<file path="src/rtl/pwm_comp_multi.sv">
// Multi-channel complementary PWM with shared period counter, programmable dead
// time, shadow-registered duty updates and a latched brake.
module pwm_comp_lane #(
  parameter int WIDTH = 12,
  parameter int DEAD  = 44
) (
  input  logic             clk,
  input  logic             rst_n,
  input  logic             stay_run,
  input  logic             in_run,
  input  logic [WIDTH-1:0] cnt,
  input  logic [WIDTH-1:0] duty,
  input  logic             duty_vld,
  output logic             pwm_hi,
  output logic             pwm_lo
);
  localparam logic [WIDTH-1:0] CMAX = '1;
  localparam logic [WIDTH-1:0] DW   = WIDTH'(DEAD);
  localparam logic [WIDTH-1:0] DMAX = CMAX - DW;

  logic [WIDTH-1:0] pending, active, deff;
  logic [WIDTH:0]   lo_on;
  logic             ld_act;

  // active only moves at a period boundary while running, so no runt pulses
  assign ld_act = !in_run || (cnt == CMAX);
  assign deff   = (active > DMAX) ? DMAX : active;
  assign lo_on  = {1'b0, deff} + {1'b0, DW};

  always_ff @(posedge clk or negedge rst_n) begin
    if (!rst_n) begin
      pending <= '0;
      active  <= '0;
      pwm_hi  <= 1'b0;
      pwm_lo  <= 1'b0;
    end else begin
      if (duty_vld) pending <= duty;
      if (ld_act)   active  <= duty_vld ? duty : pending;
      if (!stay_run) begin
        pwm_hi <= 1'b0;
        pwm_lo <= 1'b0;
      end else begin
        if (cnt >= deff)               pwm_hi <= 1'b0;
        else if (cnt >= DW)            pwm_hi <= 1'b1;
        if (cnt == CMAX)               pwm_lo <= 1'b0;
        else if ({1'b0, cnt} >= lo_on) pwm_lo <= 1'b1;
      end
    end
  end
endmodule

module pwm_comp_multi #(
  parameter int WIDTH = 12,
  parameter int NCH   = 2,
  parameter int DEAD  = 44
) (
  input  logic                 clk,
  input  logic                 rst_n,
  input  logic                 en,
  input  logic                 brake,
  input  logic [NCH*WIDTH-1:0] duty,
  input  logic [NCH-1:0]       duty_vld,
  output logic [NCH-1:0]       pwm_hi,
  output logic [NCH-1:0]       pwm_lo,
  output logic                 period_end,
  output logic                 braked
);
  typedef enum logic [1:0] {IDLE, RUN, BRAKE} state_t;

  localparam logic [WIDTH-1:0] CLAST = {{(WIDTH-1){1'b1}}, 1'b0};

  state_t                       state, nxt;
  logic [WIDTH-1:0]             cnt;
  logic                         stay_run, in_run;
  logic [NCH-1:0][WIDTH-1:0]    duty_a;

  assign duty_a = duty;

  always_comb begin
    nxt = state;
    case (state)
      IDLE:    if (en)  nxt = RUN;
      RUN:     if (!en) nxt = IDLE;
      BRAKE:   if (!en) nxt = IDLE;
      default: nxt = IDLE;
    endcase
    if (brake) nxt = BRAKE;
  end

  // outputs drop on any edge that leaves RUN, including the brake edge
  assign in_run   = (state == RUN);
  assign stay_run = in_run && (nxt == RUN);

  always_ff @(posedge clk or negedge rst_n) begin
    if (!rst_n) begin
      state      <= IDLE;
      cnt        <= '0;
      period_end <= 1'b0;
      braked     <= 1'b0;
    end else begin
      state      <= nxt;
      cnt        <= stay_run ? cnt + 1'b1 : '0;
      period_end <= stay_run && (cnt == CLAST);
      braked     <= (nxt == BRAKE);
    end
  end

  for (genvar k = 0; k < NCH; k++) begin : g_lane
    pwm_comp_lane #(.WIDTH(WIDTH), .DEAD(DEAD)) u_lane (
      .clk      (clk),
      .rst_n    (rst_n),
      .stay_run (stay_run),
      .in_run   (in_run),
      .cnt      (cnt),
      .duty     (duty_a[k]),
      .duty_vld (duty_vld[k]),
      .pwm_hi   (pwm_hi[k]),
      .pwm_lo   (pwm_lo[k])
    );
  end
endmodule

</file>
<file path="config.mk">
export PLATFORM = sky130hd
export DESIGN_NAME = pwm_comp_multi
export DESIGN_NICKNAME = d
export VERILOG_FILES = /design/src/rtl/pwm_comp_multi.sv
export SDC_FILE = /design/constraint.sdc
export NUM_CORES = 1
export LEC_CHECK = 0
export CAP_MARGIN = 30
export CORE_MARGIN = 1.5
export CORE_UTILIZATION = 44
export DETAILED_ROUTE_END_ITERATION = 8
export MAX_ROUTING_LAYER = met4
export PLACE_DENSITY_LB_ADDON = 0.3
export SLEW_MARGIN = 20
export SYNTH_ARGS = -nofsm -noshare
export SYNTH_HDL_FRONTEND = slang
export SYNTH_SLANG_ARGS = --single-unit
</file>
<file path="constraint.sdc">
create_clock -name clk -period 5.69 [get_ports clk]
set_clock_uncertainty 0.1 [all_clocks]
set_input_delay 1.4225 -clock clk [delete_from_list [all_inputs] [get_ports clk]]
set_output_delay 1.4225 -clock clk [all_outputs]
set_load 0.005 [all_outputs]
</file>
# Word level (Yosys, flattened, before mapping)
# Cells that the tools add are included.
op_classes:
  addsub: 3
  mul: 0
  div: 0
  order_cmp: 7
  eq_ne: 10
  shift: 0
  mux: 20
  n_bitwise: 0
  n_reduce_logical: 6
op_table:
  columns: ["op", "n"]
  rows:
  - ["$mux W12", 5]
  - ["$add A12 B6 Y13 const B", 2]
  - ["$ge A12 B13 Y1", 2]
  - ["$eq A12 B12 Y1 const B", 2]
  - ["$ge A12 B12 Y1", 2]
  - ["$gt A12 B12 Y1 const B", 2]
  - ["$add A12 B1 Y12 const B", 1]
  - ["$ge A12 B6 Y1 const B", 1]
  - ["$mux W1", 11]
  - ["$mux W2", 3]
  - ["$ne A3 B2 Y1 const B", 2]
  - ["$ne A3 B3 Y1 const B", 2]
  - ["$eq A2 B1 Y1 const B", 2]
  - ["$eq A2 B2 Y1 const B", 2]
  - ["$pmux W2 S2", 1]
  - ["$logic_and A1 B1 Y1", 2]
  - ["$logic_not A2 Y1", 1]
  - ["$reduce_or A2 Y1", 1]
  - ["$logic_not A1 Y1", 1]
  - ["$logic_or A1 B1 Y1", 1]
word_totals:
  reg_bits: 68
  latch_bits: 0
  mem_bits_rw: 0
  mem_bits_ro: 0
  output_inout_bits: 6
  word_cells: 58
  n_memories: 0

# Logic depth before layout (Yosys ltp)
# Gate-level depths: netlist of run 1.
depth:
  word_depth: 7
  mapped_depth: 17
  mapped_depth_nobuf: 17

# Modules after synthesis
# A second synthesis of run 1 with hierarchy kept.
unflattened:
  hier_cells: 408
  area_unflattened_um2: 4380.5
modules_own_cells:
  columns: ["mod", "n_inst", "cells_per_inst", "area_per_inst_um2", "seq_area_each_um2"]
  rows:
  - ["pwm_comp_lane", 2, 164, 1765.4, 650.6]
  - ["pwm_comp_multi", 1, 80, 849.6, 400.4]

# Worst setup path before layout of run 1
# OpenSTA, ideal clock, no wires.
synth_path:
  path_kind: "register to register"
  from: "register g_lane[1].u_lane.active[6]"
  to: "register g_lane[1].u_lane.pwm_lo"
  setup_time_ns: 0.139
  arrival_ns: 3.170
  setup_slack_ns: 2.282
  stages_incl_launch_ff: 18
  path_buffers: 0
  synth_period_minus_slack_ns: 3.408
  path_cell_list: "dfrtp_1 and3_1 and3_1 and3_1 nor2b_1 inv_1 ha_1 inv_1 a21oi_1 a31o_2 nor3_1 xnor2_1 ha_1 and4_1 a2111oi_0 o21ai_0 o221ai_1 a221oi_1"
synth_via:
  elab_chain_len: 5
synth_rtl:
  columns: ["item", "line_no", "text"]
  rows:
  - ["start, declared", "21", "logic [WIDTH-1:0] pending, active, deff;"]
  - ["start signal, assigned", "38", "if (ld_act) active <= duty_vld ? duty : pending;"]
  - ["$gt A12 B12 Y1", "27", "assign deff = (active > DMAX) ? DMAX : active;"]
  - ["$mux W12 (*)", "27", null]
  - ["$add A12 B6 Y13 (*)", "28", "assign lo_on = {1'b0, deff} + {1'b0, DW};"]
  - ["$ge A12 B13 Y1 (*)", "46", "else if ({1'b0, cnt} >= lo_on) pwm_lo <= 1'b1;"]
  - ["$ne A3 B2 Y1 (no line) (*)", null, null]
  - ["end signal, assigned", "35", "pwm_lo <= 1'b0;"]
  - ["end signal, assigned", "45", "if (cnt == CMAX) pwm_lo <= 1'b0;"]
  - ["end signal, assigned", "46", null]
  - ["end, declared", "15", "output logic pwm_lo"]
# Every way passes the cells marked *; elsewhere a longest branch is shown, timed or not.
# A chain may end at the register's enable or synchronous reset.

# Final worst setup path of run 1
layout_path:
  from: "register g_lane[1].u_lane.active[3]"
  to: "register g_lane[1].u_lane.pwm_lo"
# The elaborated chain is that of the path after synthesis.

==> out/metrics.cfg, run 1 <==
[power_and_ir_drop]
ir_drop_mv=0.1311
netSwitchingFraction_pct=27.37
pwr-share-comb_pct=19.6
p_leak_nw=2.180
power_frac_clock_pct=33.3
power.switching_w=0.0003210
p_per_area_mw_per_mm2=241.5
power.internal_w=0.0008520
seqPwrFrac_pct=47.2

[placement]
gp_congestion=0.9304
dp.cells=549
placed_area_sq_mm=0.004674
portBuffers=35
hpwlAfterDp_mm=6.314

[timing]
report.final.slew_viol_count=0
post-route-min-period_ns=3.869
worstMarginPinSlew_ns=0.8163
max_freq_mhz=258.4
slew_headroom_pct=45.38
hold_violations=0
finalSetupTns_ns=0
post-route-period-util_pct=68.00
setup_viol=0
grt_setup_unrepaired=false

[layout]
drive_gt1_share_pct=16.78
design_area_sq_mm=0.004858
final_cell_mix=dfrtp_1 (68), ha_1 (52), mux2_2 (48)
nets=513
stdcell_count=564
final_common_cell=dfrtp_1
antenna-diode-count=0
area_delta_synth_final_pct=15.29
multiInputGateArea_sq_mm=0.002337
fillers=882
seq_area_sq_mm=0.001702

[synthesis]
synth_edf_count=0
syn_avg_cell_area_sq_um=10.70
syn-num-nets=476
ys.flop_type=dfrtp_1
synthCells=394
synth_area_leaders=dfrtp_1 (40%), ha_1 (15%), mux2_2 (13%), xnor2_1 (2.7%), nor2_1 (2.6%)
synth_seq_cells=68
seq_area_frac_synth_pct=40.38
synth.cell_area_sq_mm=0.004214
ys_warn_count=0
async_reset_ff_share_pct=100.0
synth_top_area_share_pct=40.38
yosysUniqueCellTypes=46
yosys.area.top_type=dfrtp_1

[die]
core_sq_mm=0.009284
die_x_um=100.9
dieHeight_um=100.9
ioPinCount=36
rows=35
start_util_pct=45.39
die_area_sq_mm=0.01017

[grt]
grt_max_degree=27
track_usage_pct=19.40
grt_use_met1_pct=24.28
grt_pass1_wl_mm=14.70
antenna_found_initial=0
busiest_layer=met2
grt_pass1_vias=3092
met3_usage_pct=3.190
grt_overflow_total=0
grtUsageMet2_pct=30.98

[clocking]
cts_num_sinks=68
holdBufCountCts=0
cts_tree=built
worst_skew_pair.late_latency_ns=0.35
clockBufferDepth=2
cts_setup_buffers=0
cts_resized=0
path_clk_slew_ns=0.07
cts_max_level=3
clockRootBuffer=clkbuf_8
cts_buffers=9

[critical_path]
cp-end-kind=register
cpPeakStageDelay_ns=0.39
critPathRequiredTime_ns=5.81
crit_slowest_cell=dfrtp_1
cp_cell_sequence=o21ai_0 -> nand2b_1 -> and3_1 -> nor2b_1 -> inv_1 -> ha_1 -> inv_1 -> a21oi_1 -> a31o_2 -> nor3_1 -> xnor2_1 -> ha_1 -> and4_1 -> a2111oi_0 -> o21ai_0 -> o221ai_1 -> a221oi_1
cp.arrival_ns=3.99
cp_max_fo=5
path_class=register to register
cp-start-kind=register

[routing]
firstDrtPassIters=4
vias_per_cell=5.328
avgRoutedWirePerCell_um=14.91
drc=0
postRouteWirelength_mm=8.412
via_count=3005
drtIter0Drc=72
antenna_left=0

[min_path]
hp-class=register to register

[status]
status=finished clean

[run]
maxCapViolations=0

[sequential cells by signal (all words and copies together), names as in the netlist]
signal	count
state	2
g_lane.u_lane.active	24
g_lane.u_lane.pwm_hi	2
braked	1
g_lane.u_lane.pending	24
g_lane.u_lane.pwm_lo	2
cnt	12
period_end	1
[critical path: cells and delay by family (launching register included)]
| family | cells | cell delay, ns |
|---|---|---|
| buffers and inverters | 2 | 0.15 |
| and+or+nand+nor | 5 | 0.95 |
| xor gates and xnor gates | 1 | 0.17 |
| AOI/OAI and AO/OA | 7 | 1.49 |
| DFF | 1 | 0.39 |
| adders and majority gates | 2 | 0.50 |
[cell usage after synthesis (all sizes together), types with 6 or more instances]
library cell  number
nand2b             6
dfrtp             68
a21oi             14
nor2              29
ha                52
and3               7
nand2             22
nor2b              6
xor2               8
inv               27
xnor2             13
nor3               8
o21ai             16
nand3             17
mux2              48
buf               10
[through the flow]
stage	worst slack, ns	utilization, %	power, W	hold WS, ns
final	1.821	52.33	0.001173	0.3955
after global routing	1.434	52.33	0.001242	0.4109
after CTS	1.822	52.33	0.001190	0.3992
after detailed placement	1.851	50.35	0.0007934	0.3830
after global placement	2.087	50.13	0.0007834	0.3766
after floorplan	2.282	-	0.0007163	0.3680
[power groups by stage]
stage / registers [W] / clock network [W] / logic (W)
after floorplan: 0.000551 / 0 / 0.000166
after global placement: 0.000560 / 0 / 0.000223
after detailed placement: 0.000563 / 0 / 0.000231
after CTS: 0.000553 / 0.000403 / 0.000233
after global routing: 0.000559 / 0.000422 / 0.000262
final: 0.000553 / 0.000390 / 0.000230
[final cells by class]
| class | count | share of cell area [%] |
|---|---|---|
| Tap cell | 129 | 3.322 |
| Clock buffer | 13 | 3.065 |
| Sequential cell | 68 | 35.02 |
| Inverter | 27 | 2.086 |
| Timing Repair Buffer | 37 | 7.674 |
| Clock inverter | 2 | 0.7211 |
| Multi-Input combinational cell | 288 | 48.11 |
[layer usage]
metal	share of wire, %	wire length (um)
met1	47	3922
met4	2.3	193
met5	0	0
met3	3.0	251
met2	48	4045
[final timing paths]
check | from | endpoint | slack [ns] | depth (start not counted)
worst min-delay path | g_lane[1].u_lane.pending[1] | g_lane[1].u_lane.pending[1] | 0.40 | 1
worst min register to register | g_lane[1].u_lane.pending[1] | g_lane[1].u_lane.pending[1] | 0.40 | 1
worst max-delay path | g_lane[1].u_lane.active[3] | g_lane[1].u_lane.pwm_lo | 1.82 | 17
max in group asynchronous | rst_n | period_end | 3.67 | 3
worst max register to register | g_lane[1].u_lane.active[3] | g_lane[1].u_lane.pwm_lo | 1.82 | 17
min in group asynchronous | rst_n | g_lane[0].u_lane.pending[10] | 0.95 | 1
[kinds of logic after synthesis]
logic type      share of synthesized area [%]
compound gates                          9.828
xor+xnor                                4.365
fa+ha+maj                               15.44
buf+inv                                 4.157
flops                                   40.38
mux                                     13.06
simple gates                            12.77
No activity file was read; power rests on OpenSTA's default activity.
==> run 2: changes to the inputs <==
==> constraint.sdc (replaced) <==
create_clock -name clk -period 3.7 [get_ports clk]
set_clock_uncertainty 0.1 [all_clocks]
set_input_delay 0.925 -clock clk [delete_from_list [all_inputs] [get_ports clk]]
set_output_delay 0.925 -clock clk [all_outputs]
set_load 0.005 [all_outputs]
==> out/metrics.cfg, run 2 (synthesis results as in run 1) <==
[status]
status=finished clean

[power_and_ir_drop]
finalPower_w=0.001739  ; +48%
p_leak_nw=2.190  ; +0.45%
p_per_area_mw_per_mm2=355.4  ; +47%
ir_drop_mv=0.1648  ; +26%

[critical_path]
crit_slowest_cell=dfrtp_1
cp-start-kind=register
cpPeakStageDelay_ns=0.39  ; about the same
cp.arrival_ns=3.68  ; -0.31 ns
cp-end-kind=register
cp_cell_sequence=o21ai_0 -> nand2b_1 -> and3_4 -> nor2b_4 -> inv_2 -> ha_4 -> inv_1 -> a21oi_1 -> a31o_2 -> nor3_2 -> xnor2_1 -> ha_1 -> and4_1 -> a2111oi_2 -> o21ai_1 -> o221ai_1 -> a221oi_1
cp_max_fo=4  ; -1
critPathRequiredTime_ns=3.81  ; -2.00 ns
path_class=register to register

[run]
maxCapViolations=0  ; unchanged

[timing]
hold_violations=0  ; unchanged
post-route-period-util_pct=96.43  ; +28 points
slew_headroom_pct=46.24  ; +0.86 points
max_freq_mhz=280.3  ; +8.5%
worstMarginPinSlew_ns=0.8034  ; -0.01289 ns
post-route-min-period_ns=3.568  ; -0.3016 ns
report.final.slew_viol_count=0  ; unchanged
setup_viol=0  ; unchanged

[clocking]
worst_skew_pair.late_latency_ns=0.35  ; about the same
clockRootBuffer=clkbuf_8
cts_tree=built
cts_buffers=9  ; unchanged
path_clk_slew_ns=0.07  ; about the same
clockBufferDepth=2  ; unchanged
cts_max_level=3  ; unchanged
cts_num_sinks=68  ; unchanged

[placement]
portBuffers=35  ; unchanged
gp_congestion=0.8410  ; -9.6%
hpwlAfterDp_mm=6.484  ; +2.7%

[die]
core_sq_mm=0.009284  ; unchanged
ioPinCount=36  ; unchanged
dieHeight_um=100.9  ; unchanged
rows=35  ; unchanged
start_util_pct=45.39  ; unchanged
die_x_um=100.9  ; unchanged
die_area_sq_mm=0.01017  ; unchanged

[grt]
antenna_found_initial=0  ; unchanged
track_usage_pct=19.25  ; -0.15 points
grt_overflow_total=0  ; unchanged
grt_pass1_wl_mm=14.56  ; -0.98%
grt_max_degree=32  ; +19%
grt_pass1_vias=3061  ; -1.0%

[layout]
antenna-diode-count=0  ; unchanged
post-route-util_pct=52.70  ; +0.36 points
drive_gt1_share_pct=19.55  ; +2.8 points
final_common_cell=dfrtp_1
fillers=873  ; -1.0%
final_cell_mix=dfrtp_1 (68), ha_1 (51), mux2_2 (48)
area_delta_synth_final_pct=16.09
reg_top3=g_lane.u_lane.active (24), g_lane.u_lane.pending (24), cnt (12)
nets=518  ; +0.97%

[routing]
drc=0  ; unchanged
postRouteWirelength_mm=8.563  ; +1.8%
vias_per_cell=5.293  ; -0.65%
antenna_left=0  ; unchanged
drtIter0Drc=132  ; +83%
avgRoutedWirePerCell_um=15.05  ; +0.90%
firstDrtPassIters=4  ; unchanged
via_count=3012  ; +0.23%

[min_path]
hp-class=register to register

[run 2: worst paths after layout]
kind	cells after the start	startpoint	slack [ns]	to
setup reg to reg	17	g_lane[1].u_lane.active[3]	0.13	g_lane[1].u_lane.pwm_lo
max in group asynchronous	2	rst_n	2.27	cnt[3]
hold reg to reg	1	g_lane[1].u_lane.pending[1]	0.40	g_lane[1].u_lane.pending[1]
setup / recovery	17	g_lane[1].u_lane.active[3]	0.13	g_lane[1].u_lane.pwm_lo
min in group asynchronous	1	rst_n	0.50	g_lane[0].u_lane.pending[10]
hold / removal	1	g_lane[1].u_lane.pending[1]	0.40	g_lane[1].u_lane.pending[1]
[run 2: layout make-up]
class | instances | area (sq um) | area share, %
well taps | 129 | 161.4 | 3.299
flip-flops and latches | 68 | 1702 | 34.78
multi-input cells | 288 | 2380 | 48.64
clock inverters | 3 | 15.01 | 0.3069
inverters | 27 | 101.3 | 2.072
repair buffers | 42 | 397.9 | 8.133
clock buffers | 12 | 135.1 | 2.762
[run 2: metal layers]
| layer | share of wire [%] | vias to the layer above | wire, um | track usage (%) |
|---|---|---|---|---|
| met2 | 49 | 52 | 4197 | 30.77 |
| met1 | 46 | 1457 | 3904 | 23.93 |
| met5 | 0 | - | 0 | - |
| li1 | - | 1487 | - | - |
| met3 | 3.3 | 16 | 284 | 4.300 |
| met4 | 2.1 | 0 | 176 | 7.151 |
[run 2: critical path: cells and delay by family, from the launching register on]
| family | cells | cell delay [ns] |
|---|---|---|
| AO/OA/AOI/OAI | 7 | 1.41 |
| AND/OR/NAND/NOR | 5 | 0.82 |
| adder cells (fa/ha/maj) | 2 | 0.44 |
| flip-flops | 1 | 0.39 |
| XOR/XNOR | 1 | 0.16 |
| buffers and inverters | 2 | 0.11 |
[run 2: through the flow]
step | cells | setup TNS, ns | area [sq um] | worst slack [ns] | hold WS, ns
after floorplan | 394 | 0 | 4214 | 0.2916 | 0.3680
after global placement | 552 | 0 | 4684 | 0.1274 | 0.3778
after detailed placement | 552 | -0.05658 | 4684 | -0.05658 | 0.3847
after CTS | 567 | 0 | 4840 | 0.002005 | 0.4006
after global routing | 569 | -0.05070 | 4892 | -0.05070 | 0.4176
final | 569 | 0 | 4892 | 0.1323 | 0.3953
[run 2: report_power, final]
part,internal (W),switching (W),total [W]
clock,0.000237,0.000275,0.000512
combinational,0.000193,0.000186,0.000379
sequential,0.000805,0.0000427,0.000848
[run 2: repair_timing]
action                                  CTS  global route
endpoints found under the setup margin    1             1
pin swaps                                 0             4
resized for setup                         2            10
hold buffers                              0             0
gates cloned                              0             0
setup buffers                             0             2
==> run 3: changes to the inputs <==
--- a/config.mk
+++ b/config.mk
@@ -6,8 +6,8 @@
 export NUM_CORES = 1
 export LEC_CHECK = 0
 export CAP_MARGIN = 30
-export CORE_MARGIN = 1.5
-export CORE_UTILIZATION = 44
+export CORE_MARGIN = 5
+export CORE_UTILIZATION = 58
 export DETAILED_ROUTE_END_ITERATION = 8
 export MAX_ROUTING_LAYER = met4
 export PLACE_DENSITY_LB_ADDON = 0.3
==> out/metrics.cfg, run 3 (synthesis results as in run 1) <==
[status]
status=finished clean

[die]
die_area_sq_mm=0.009071  ; -11%
dieHeight_um=95.24  ; -5.6%
core_sq_mm=0.007176  ; -23%
die_x_um=95.24  ; -5.6%
ioPinCount=36  ; unchanged
rows=31  ; -11%
start_util_pct=58.73  ; +13 points

[power_and_ir_drop]
power_frac_clock_pct=32.6  ; +3.1 points
p_per_area_mw_per_mm2=371.9  ; +4.6%
seqPwrFrac_pct=46.5  ; -2.2 points
netSwitchingFraction_pct=29.00  ; about the same
power.switching_w=0.0005307  ; +5.3%
pwr-share-comb_pct=20.9  ; -0.9 points
p_leak_nw=2.209  ; +0.89%
power.internal_w=0.001299  ; +5.2%
ir_drop_mv=0.2253  ; +37%

[layout]
final_cell_mix=dfrtp_1 (68), ha_1 (51), mux2_2 (48)
area_delta_synth_final_pct=16.75
nets=520  ; +0.39%
reg_top3=g_lane.u_lane.active (24), g_lane.u_lane.pending (24), cnt (12)
final_common_cell=dfrtp_1
antenna-diode-count=0  ; unchanged
design_area_sq_mm=0.004920  ; +0.56%
fillers=509  ; -42%
drive_gt1_share_pct=20.99  ; +1.4 points

[placement]
placed_area_sq_mm=0.004659  ; -0.53%
portBuffers=35  ; unchanged
gp_congestion=0.9047  ; +7.6%
hpwlAfterDp_mm=6.679  ; +3.0%

[critical_path]
cp_cell_sequence=and3_4 -> and3_2 -> and3_4 -> nor2b_2 -> inv_1 -> ha_2 -> inv_1 -> a21oi_1 -> a31o_2 -> nor3_2 -> xnor2_1 -> ha_1 -> and4_1 -> a2111oi_2 -> o21ai_1 -> o221ai_1 -> a221oi_1
r2r-end=g_lane[1].u_lane.pwm_lo
reg2reg_depth=17  ; unchanged
cp-end-kind=register
crit_slowest_cell=dfrtp_1
cp-start-kind=register
cp.arrival_ns=3.68  ; about the same
critPathRequiredTime_ns=3.82  ; about the same
crit_start=g_lane[1].u_lane.active[7]
reg2reg_slack_ns=0.14  ; about the same
cp_max_fo=4  ; unchanged
r2r-start=g_lane[1].u_lane.active[7]
path_class=register to register
cpPeakStageDelay_ns=0.40  ; about the same

[timing]
worstMarginPinSlew_ns=0.8863  ; +0.08296 ns
hold_violations=0  ; unchanged
fin_hold_ws_ns=0.3991  ; +0.003747 ns
max_freq_mhz=280.9  ; +0.23%
post-route-period-util_pct=96.21  ; -0.22 points
report.final.slew_viol_count=0  ; unchanged
slew_headroom_pct=40.69  ; -5.6 points
setup_viol=0  ; unchanged
post-route-min-period_ns=3.560  ; -0.008101 ns
finalSetupTns_ns=0  ; unchanged

[clocking]
cts_max_level=3  ; unchanged
cts_num_sinks=68  ; unchanged
holdBufCountCts=0  ; unchanged
cts_buffers=9  ; unchanged
worst_skew_pair.late_latency_ns=0.36  ; about the same
cts_tree=built
path_clk_slew_ns=0.08  ; about the same
clockRootBuffer=clkbuf_8
clockBufferDepth=2  ; unchanged

[grt]
grt_pass1_wl_mm=14.88  ; +2.2%
track_usage_pct=22.00  ; +2.7 points
grt_overflow_total=0  ; unchanged
antenna_found_initial=0  ; unchanged
grt_pass1_vias=3241  ; +5.9%
grt_max_degree=26  ; -19%

[routing]
antenna_left=0  ; unchanged
topRoutingLayerUsed=met4
firstDrtPassIters=4  ; unchanged
drtIter0Drc=124  ; -6.1%
wl_met3_um=342  ; +20%
vias_per_cell=5.681  ; +7.3%
via_count=3079  ; +2.2%
avgRoutedWirePerCell_um=16.32  ; +8.5%
wl_met2_mm=4.380  ; +4.4%
postRouteWirelength_mm=8.846  ; +3.3%
drc=0  ; unchanged
drt-met1-wl_mm=3.882  ; -0.56%

[run]
maxCapViolations=0  ; unchanged

[min_path]
hp-class=register to register
min_to=g_lane[1].u_lane.pending[0]
hp-start=g_lane[1].u_lane.pending[0]
min_path_cells=1  ; unchanged

run 3: cell types whose count changed in the layout (fill, tap and decap cells not counted), moves of 3 or more:
| cell | change |
|---|---|
| clkbuf_8 | +3 |
| clkinvlp_4 | +3 |
| clkinv_2 | -3 |
| clkbuf_1 | -3 |
run 3: metal layers:
metal,vias up,track usage (%)
li1,1495,-
met1,1506,25.99
met2,56,36.03
met3,22,4.578
met4,0,10.10
met5,-,-
run 3: how the worst max path moves through the flow:
stage | end | slack (ns)
floorplan | g_lane[1].u_lane.pwm_lo | 0.29
global placement | g_lane[1].u_lane.pwm_lo | 0.12
detailed placement | g_lane[1].u_lane.pwm_lo | -0.06
CTS | g_lane[1].u_lane.pwm_lo | 0.02
global route | g_lane[1].u_lane.pwm_lo | -0.03
finish | g_lane[1].u_lane.pwm_lo | 0.14
run 3: metrics by stage:
stage | cells | utilization (%) | power (W) | setup WS (ns)
global placement | 521 | 64.66 | 0.001206 | 0.1178
finish | 542 | 68.56 | 0.001830 | 0.1404
floorplan | 394 | - | 0.001102 | 0.2916
global route | 542 | 68.56 | 0.001929 | -0.03226
CTS | 538 | 67.76 | 0.001830 | 0.02162
detailed placement | 522 | 64.93 | 0.001231 | -0.05562
run 3: what timing repair did:
action | in CTS | in global routing
hold endpoints to repair | 0 | 0
gates resized for setup | 3 | 9
pin swaps | 0 | 2
endpoints found under the setup margin | 1 | 2
setup buffers | 0 | 4
run 3: power groups by stage:
stage	clock (W)	sequential, W	combinational [W]
2_1_floorplan	0	0.000847	0.000255
3_3_place_gp	0	0.000859	0.000347
3_5_place_dp	0	0.000865	0.000366
4_1_cts	0.000609	0.000850	0.000371
5_1_grt	0.000641	0.000858	0.000430
6_report	0.000597	0.000850	0.000383
run 3: worst max-delay path, delay by kind of cell (launching register included):
| family | cells | cell delay (ns) |
|---|---|---|
| compound gates | 6 | 1.06 |
| xor+xnor | 1 | 0.15 |
| fa+ha+maj | 2 | 0.46 |
| buf+inv | 2 | 0.14 |
| flops | 1 | 0.40 |
| simple gates | 6 | 1.10 |
run 3: cell type report:
| cell class | count | area [sq um] | area share [%] |
|---|---|---|---|
| well taps | 99 | 123.9 | 2.518 |
| repair buffers | 44 | 425.4 | 8.647 |
| multi-input cells | 288 | 2371 | 48.19 |
| clock inverters | 4 | 31.28 | 0.6358 |
| flip-flops and latches | 68 | 1702 | 34.59 |
| inverters | 27 | 101.3 | 2.060 |
| clock buffers | 12 | 165.2 | 3.357 |
